**src/rtl/aer_receiver.sv**
```systemverilog
// aer_receiver: receiving end of the two-bit AER four-phase link.
// Synchronises req/address, settles, decodes one spike pulse per handshake,
// and keeps saturating per-output event counters plus a sticky error flag.
module aer_receiver #(
  parameter int SETTLE_CYCLES = 2,  // legal range 1..15
  parameter int CNT_W         = 8
) (
  input  logic             clk,
  input  logic             reset,
  input  logic             req,
  input  logic             bit0,
  input  logic             bit1,
  output logic             ack,
  output logic             Ch1Up,
  output logic             Ch1Down,
  output logic             Ch2Up,
  output logic             Ch2Down,
  output logic             busy,
  output logic             err,
  input  logic             cnt_clr,
  output logic [CNT_W-1:0] ch1up_cnt,
  output logic [CNT_W-1:0] ch1down_cnt,
  output logic [CNT_W-1:0] ch2up_cnt,
  output logic [CNT_W-1:0] ch2down_cnt
);

  localparam logic [3:0]       SETTLE_LOAD = 4'(SETTLE_CYCLES);
  localparam logic [CNT_W-1:0] CNT_MAX     = {CNT_W{1'b1}};
  localparam logic [CNT_W-1:0] CNT_ONE     = CNT_W'(1);

  typedef enum logic [1:0] {
    IDLE     = 2'd0,
    SETTLE   = 2'd1,
    WAIT_REL = 2'd2
  } state_t;

  // Synchroniser chains; index 1 is the stage the rest of the logic uses.
  logic [1:0] req_sync_reg;
  logic [1:0] a0_sync_reg;
  logic [1:0] a1_sync_reg;
  logic       req_s;
  logic       a0_s;
  logic       a1_s;
  logic [1:0] addr_s;

  state_t     state_reg;
  state_t     state_next;
  logic [3:0] settle_reg;
  logic [3:0] settle_next;
  logic       fire;
  logic       glitch;

  logic       ack_reg;
  logic       ack_next;
  logic [3:0] pulse_reg;
  logic [3:0] pulse_next;
  logic       err_reg;
  logic       err_next;

  logic [3:0][CNT_W-1:0] cnt_vec;

  assign req_s  = req_sync_reg[1];
  assign a0_s   = a0_sync_reg[1];
  assign a1_s   = a1_sync_reg[1];
  assign addr_s = {a1_s, a0_s};

  // Two-flop synchronisers for the three asynchronous link inputs.
  always_ff @(posedge clk or negedge reset) begin
    if (!reset) begin
      req_sync_reg <= 2'b00;
      a0_sync_reg  <= 2'b00;
      a1_sync_reg  <= 2'b00;
    end else begin
      req_sync_reg <= {req_sync_reg[0], req};
      a0_sync_reg  <= {a0_sync_reg[0], bit0};
      a1_sync_reg  <= {a1_sync_reg[0], bit1};
    end
  end

  // FSM state and settle counter register.
  always_ff @(posedge clk or negedge reset) begin
    if (!reset) begin
      state_reg  <= IDLE;
      settle_reg <= 4'd0;
    end else begin
      state_reg  <= state_next;
      settle_reg <= settle_next;
    end
  end

  // Next-state logic; the event is taken on the edge where the settle
  // counter steps from 1 to 0 with the request still asserted.
  always_comb begin
    state_next  = state_reg;
    settle_next = settle_reg;
    fire        = 1'b0;
    glitch      = 1'b0;
    case (state_reg)
      IDLE: begin
        if (req_s) begin
          state_next  = SETTLE;
          settle_next = SETTLE_LOAD;
        end
      end
      SETTLE: begin
        if (!req_s) begin
          glitch      = 1'b1;
          state_next  = IDLE;
          settle_next = 4'd0;
        end else if (settle_reg <= 4'd1) begin
          fire        = 1'b1;
          state_next  = WAIT_REL;
          settle_next = 4'd0;
        end else begin
          settle_next = settle_reg - 4'd1;
        end
      end
      WAIT_REL: begin
        if (!req_s) begin
          state_next = IDLE;
        end
      end
      default: begin
        state_next  = IDLE;
        settle_next = 4'd0;
      end
    endcase
  end

  // Output decode: ack tracks residency in WAIT_REL, pulses decode the
  // captured address only on the capture edge, err is sticky.
  always_comb begin
    ack_next   = (state_next == WAIT_REL);
    pulse_next = 4'b0000;
    if (fire) begin
      pulse_next = 4'b0001 << addr_s;
    end
    // A coinciding glitch wins over the clear so the error is never lost.
    err_next = glitch | (err_reg & ~cnt_clr);
  end

  // Registered handshake, pulse and error outputs.
  always_ff @(posedge clk or negedge reset) begin
    if (!reset) begin
      ack_reg   <= 1'b0;
      pulse_reg <= 4'b0000;
      err_reg   <= 1'b0;
    end else begin
      ack_reg   <= ack_next;
      pulse_reg <= pulse_next;
      err_reg   <= err_next;
    end
  end

  // One saturating counter per decoded output.
  generate
    for (genvar gi = 0; gi < 4; gi++) begin : g_cnt
      logic [CNT_W-1:0] cnt_reg;
      logic [CNT_W-1:0] cnt_next;

      // Clear and increment in the same cycle leaves the counter at 1.
      always_comb begin
        cnt_next = cnt_reg;
        if (cnt_clr) begin
          cnt_next = pulse_next[gi] ? CNT_ONE : '0;
        end else if (pulse_next[gi] && (cnt_reg != CNT_MAX)) begin
          cnt_next = cnt_reg + CNT_ONE;
        end
      end

      // Counter register.
      always_ff @(posedge clk or negedge reset) begin
        if (!reset) begin
          cnt_reg <= '0;
        end else begin
          cnt_reg <= cnt_next;
        end
      end

      assign cnt_vec[gi] = cnt_reg;
    end
  endgenerate

  assign ack         = ack_reg;
  assign Ch1Up       = pulse_reg[0];
  assign Ch1Down     = pulse_reg[1];
  assign Ch2Up       = pulse_reg[2];
  assign Ch2Down     = pulse_reg[3];
  assign busy        = (state_reg != IDLE);
  assign err         = err_reg;
  assign ch1up_cnt   = cnt_vec[0];
  assign ch1down_cnt = cnt_vec[1];
  assign ch2up_cnt   = cnt_vec[2];
  assign ch2down_cnt = cnt_vec[3];

endmodule
```
**config.mk**
```make
export PLATFORM = sky130hd
export DESIGN_NAME = aer_receiver
export DESIGN_NICKNAME = d
export VERILOG_FILES = /design/src/rtl/aer_receiver.sv
export SDC_FILE = /design/constraint.sdc
export NUM_CORES = 1
export LEC_CHECK = 0
export ABC_AREA = 1
export CAP_MARGIN = 20
export CORE_UTILIZATION = 36
export CTS_BUF_LIST = sky130_fd_sc_hd__clkbuf_4
export DETAILED_ROUTE_END_ITERATION = 8
export DONT_BUFFER_PORTS = 1
export PLACE_DENSITY_LB_ADDON = 0.1
export SLEW_MARGIN = 20
export SYNTH_ARGS = -nofsm -noshare
export SYNTH_HDL_FRONTEND = slang
export SYNTH_SLANG_ARGS = --single-unit
```
**constraint.sdc**
```tcl
create_clock -name clk -period 3.6 [get_ports clk]
set_clock_uncertainty 0.05 [all_clocks]
set_input_delay 1.08 -clock clk [delete_from_list [all_inputs] [get_ports clk]]
set_output_delay 1.08 -clock clk [all_outputs]
set_load 0.02 [all_outputs]
```
; ---- Word level (Yosys, flattened, before mapping)
; Cells that the tools add are included.
[word_totals]
ff_bits = 50
out_inout_bits = 39
word_cells = 69
[op_classes]
n_addsub = 5
order_cmp = 1
n_eq_ne = 8
shifts = 1
n_mux = 27
bitwise = 4
n_reduce_logical = 11
[op_table]
columns = op, count
row1 = 8-bit two-way mux, 8
row2 = "8-bit by 1-bit adder with 8-bit output, second input constant", 4
row3 = "8-bit != test, second input constant", 4
row4 = 4-bit two-way mux, 4
row5 = 4-bit case mux with 3 select lines, 1
row6 = 2-bit nonzero test, 5
row7 = 1-bit two-way mux, 9
row8 = 2-bit two-way mux, 4
row9 = 2-bit case mux with 3 select lines, 1
row10 = "2-bit == test, second input constant", 2
row11 = "4-bit by 1-bit less-or-equal comparator with 1-bit output, second input constant", 1
row12 = 1-bit logical AND, 4
row13 = "1-bit by 2-bit left shift with 4-bit output, first input constant", 1
row14 = "4-bit by 1-bit subtractor with 4-bit output, second input constant", 1
row15 = "2-bit by 1-bit == test with 1-bit output, second input constant", 1
row16 = 2-bit zero test, 1
row17 = "2-bit != test, second input constant", 1
row18 = 1-bit NOT, 2
row19 = 2-bit AND reduction, 1
row20 = 1-bit bitwise AND, 1
row21 = 1-bit bitwise OR, 1

; ---- Logic depth before layout (Yosys ltp)
[depth]
depth_word = 8
depth_mapped = 10
depth_no_buf = 10

; ---- Worst setup path after synthesis
; OpenSTA, ideal clock, no wires.
[synth_timing]
kind = in2reg
start = in cnt_clr
end = reg g_cnt[0].cnt_reg[4], in the netlist ch1up_cnt[4]
setup_ns = 0.117
arrival_time_ns = 1.734
required_ns = 3.433
slack_ns = 1.699
path_stages = 5
path_buffers = 1
path_cell_list = clkinv_1 -> clkbuf_1 -> nand2_2 -> nand2_1 -> nand2_1
[synth_between]
elab_chain_cells = 1
[synth_rtl]
columns = item, line_no
row1 = start: declaration, 20  ; input logic cnt_clr,
row2 = 8-bit two-way mux or 2-bit nonzero test (tied branches), --
row3 = end signal: assignment, 176  ; cnt_reg <= cnt_next;
row4 = end: declaration, 158  ; logic [CNT_W-1:0] cnt_reg;
; Parallel ways exist; a longest one is shown, timed or not.
; A chain may end at the register's enable or synchronous reset.

; ---- Worst setup path after layout
[layout_timing]
start = reg state_reg[0]
end = out busy
[layout_between]
elab_chain_cells = 1
[layout_rtl]
columns = item, line_no
row1 = start: declaration, 46  ; state_t state_reg;
row2 = start signal: assignment, 86  ; state_reg <= state_next;
row3 = 2-bit nonzero test, 189  ; assign busy = (state_reg != IDLE);
row4 = end: declaration, 18  ; output logic busy,
; Every way passes these cells.

==> flow_metrics.tcl <==
set metrics [dict create \
    cts_buffer_depth 2 \
    drt_iter0_markers 76 \
    worstPathMaxFanout 5 \
    synthDistinctLibCells 23 \
    setup_viol 0 \
    max_freq_ghz 0.441 \
    cap_violations 0 \
    synth_area_leaders "dfrtp_1 (44%), nand2_1 (19%), nand3_1 (9.1%)" \
    synth_seq_area_share_pct 44.4 \
    fillers 812 \
    p_leak_nw 1.45 \
    synth_warnings 0 \
    syn-num-nets 401 \
    power_density_nw_per_um2 423 \
    netlist_instances 389 \
    clock_latency_ns 0.37 \
    postCtsHoldBufs 0 \
    synth.avg_cell_area_um2 7.24 \
    n_antenna_cell 0 \
    fin_area_um2 2970 \
    fp.dieW_um 90.4 \
    tns_ns 0 \
    cp-end-kind "output pin" \
    hold_ws_ns 0.315 \
    multi_input_area_um2 1400 \
    cp_data_required_time_ns 2.47 \
    drive_gt1_share_pct 4.86 \
    grt_pass1_wl_um 10800 \
    viasPerCell 4.76 \
    start_util_pct 38.0 \
    cts_tree "done" \
    row_count 31 \
    antenna_found_initial 0 \
    dieArea_um2 8180 \
    place_area_um2 2920 \
    fin_crit_sh_pct 62.9 \
    ys_ff_latch 50 \
    hpwl_um 4220 \
    cts_resized 0 \
    drt_wl_total_um 6090 \
    ios 45 \
    crit_arrival_ns 1.14 \
    worstMarginPinSlew_ns 0.381 \
    grt_pass1_vias 2266 \
    hp-class "reg -> reg" \
    ir_worst_vdd_v 0.000164 \
    port_buffers 0 \
    rsz0062_at_grt "false" \
    gp_congestion 0.771 \
    finalNetCount 402 \
    die_h_um 90.4 \
    core_area_um2 7410 \
    synth_top_area_share_pct 44.4 \
    numCtsBuffers 5 \
    slew_headroom_pct 74.6 \
    status "finished, final reports clean" \
    synthFlopType "dfrtp_1" \
    post_cts_buffers 0 \
    syn_area_um2 2820 \
    critPathLaunchType "flop" \
    drc_errors 0 \
    hold_violations 0 \
    vias 2334 \
    drtPass1Iterations 4 \
    synth_edf_count 0 \
    htree_levels 2 \
    fin_util_pct 40.1 \
    clkSinkCount 50 \
    grt_max_degree 51 \
    async_flop_share_pct 100 \
    finalCriticalPeriod_ns 2.27 \
    area_growth_pct 5.60 \
    grt_overflow 0 \
    ant_nets 0 \
    path_clk_slew_ns 0.15 \
    grt_use_total_pct 16.3 \
    cts_root_buffer "clkbuf_4" \
    seqCellArea_um2 1250 \
    yosysTopAreaCell "dfrtp_1" \
    wl_per_cell_um 12.4 \
    crit_type "reg -> out" \
    report.final.slew_viol_count 0 \
]
-- area by class of cell --
type,count,share of cell area [%]
Clock buffer,6,1.52
Clock inverter,2,0.295
Inverter,37,4.67
Multi-Input combinational cell,295,47.0
Sequential cell,50,42.1
Tap cell,99,4.17
Timing Repair Buffer,1,0.253
-- worst paths after layout --
kind	startpoint	endpoint	slack, ns	cells past startpoint
max	state_reg[0]$_DFF_PN0_	busy	1.33	2
min	a0_sync_reg[0]$_DFF_PN0_	a0_sync_reg[1]$_DFF_PN0_	0.32	0
max reg2reg	ch1down_cnt[0]$_DFFE_PN0P_	ch1down_cnt[4]$_DFFE_PN0P_	1.80	8
min reg2reg	a0_sync_reg[0]$_DFF_PN0_	a0_sync_reg[1]$_DFF_PN0_	0.32	0
max in group asynchronous	reset	ch2up_cnt[3]$_DFFE_PN0P_	3.06	0
min in group asynchronous	reset	pulse_reg[0]$_DFF_PN0_	0.33	0
-- cells by family after synthesis --
family	synth area share (%)
simple gates	41.5
xor+xnor	3.11
compound gates	2.36
buf+inv	5.91
flops	44.4
fa+ha+maj	2.67
-- power by group --
part           switching [mW]  internal (mW)  total [mW]
registers               0.100          0.621       0.722
clock network           0.180         0.0815       0.262
logic                   0.189         0.0835       0.273
total                   0.470          0.786        1.26
-- per-stage QoR --
stage	total power, mW	std cells	setup WS [ns]
2_1_floorplan	0.949	389	1.70
3_3_place_gp	1.01	482	1.51
3_5_place_dp	1.01	482	1.48
4_1_cts	1.27	490	1.31
5_1_grt	1.34	490	1.26
6_report	1.26	490	1.33
-- Yosys cell counts (2+ instances only) --
master,instances
o21ai_0,4
nor3_1,3
clkbuf_1,6
xnor2_1,4
xor2_1,6
nand2_2,5
ha_1,6
nand2_1,145
inv_1,36
nor2_1,56
a21oi_1,2
nand3_1,51
nand3_4,4
o21bai_1,3
dfrtp_1,50
-- per-layer routing --
layer  share of wire, %  global-route usage [%]  up-vias  routed length (µm)
met2                 43                    24.6       40                2610
met5                  0                       0        -                   0
met3                4.4                    4.38        6                 266
met4                1.2                    4.84        0                  76
li1                   -                       -     1226                   -
met1                 52                    22.9     1062                3150
-- worst max-delay path, stage by stage, from the launching register on --
cell     delay, ns
dfrtp_1       0.44
inv_1         0.15
nand2_1       0.17
-- placed cells by master, fill, tap and decap left out, types with 4 or more instances in the layout --
master / netlist / final
nand2_2: 5 / 5
nand3_4: 4 / 4
xor2_1: 6 / 6
nor2_1: 56 / 56
clkbuf_4: 0 / 6
xnor2_1: 4 / 4
inv_1: 36 / 36
nand2_1: 145 / 145
nand3_1: 51 / 51
dfrtp_1: 50 / 50
o21ai_0: 4 / 4
ha_1: 6 / 6
Note: power is estimated with default switching activity, not from simulation.
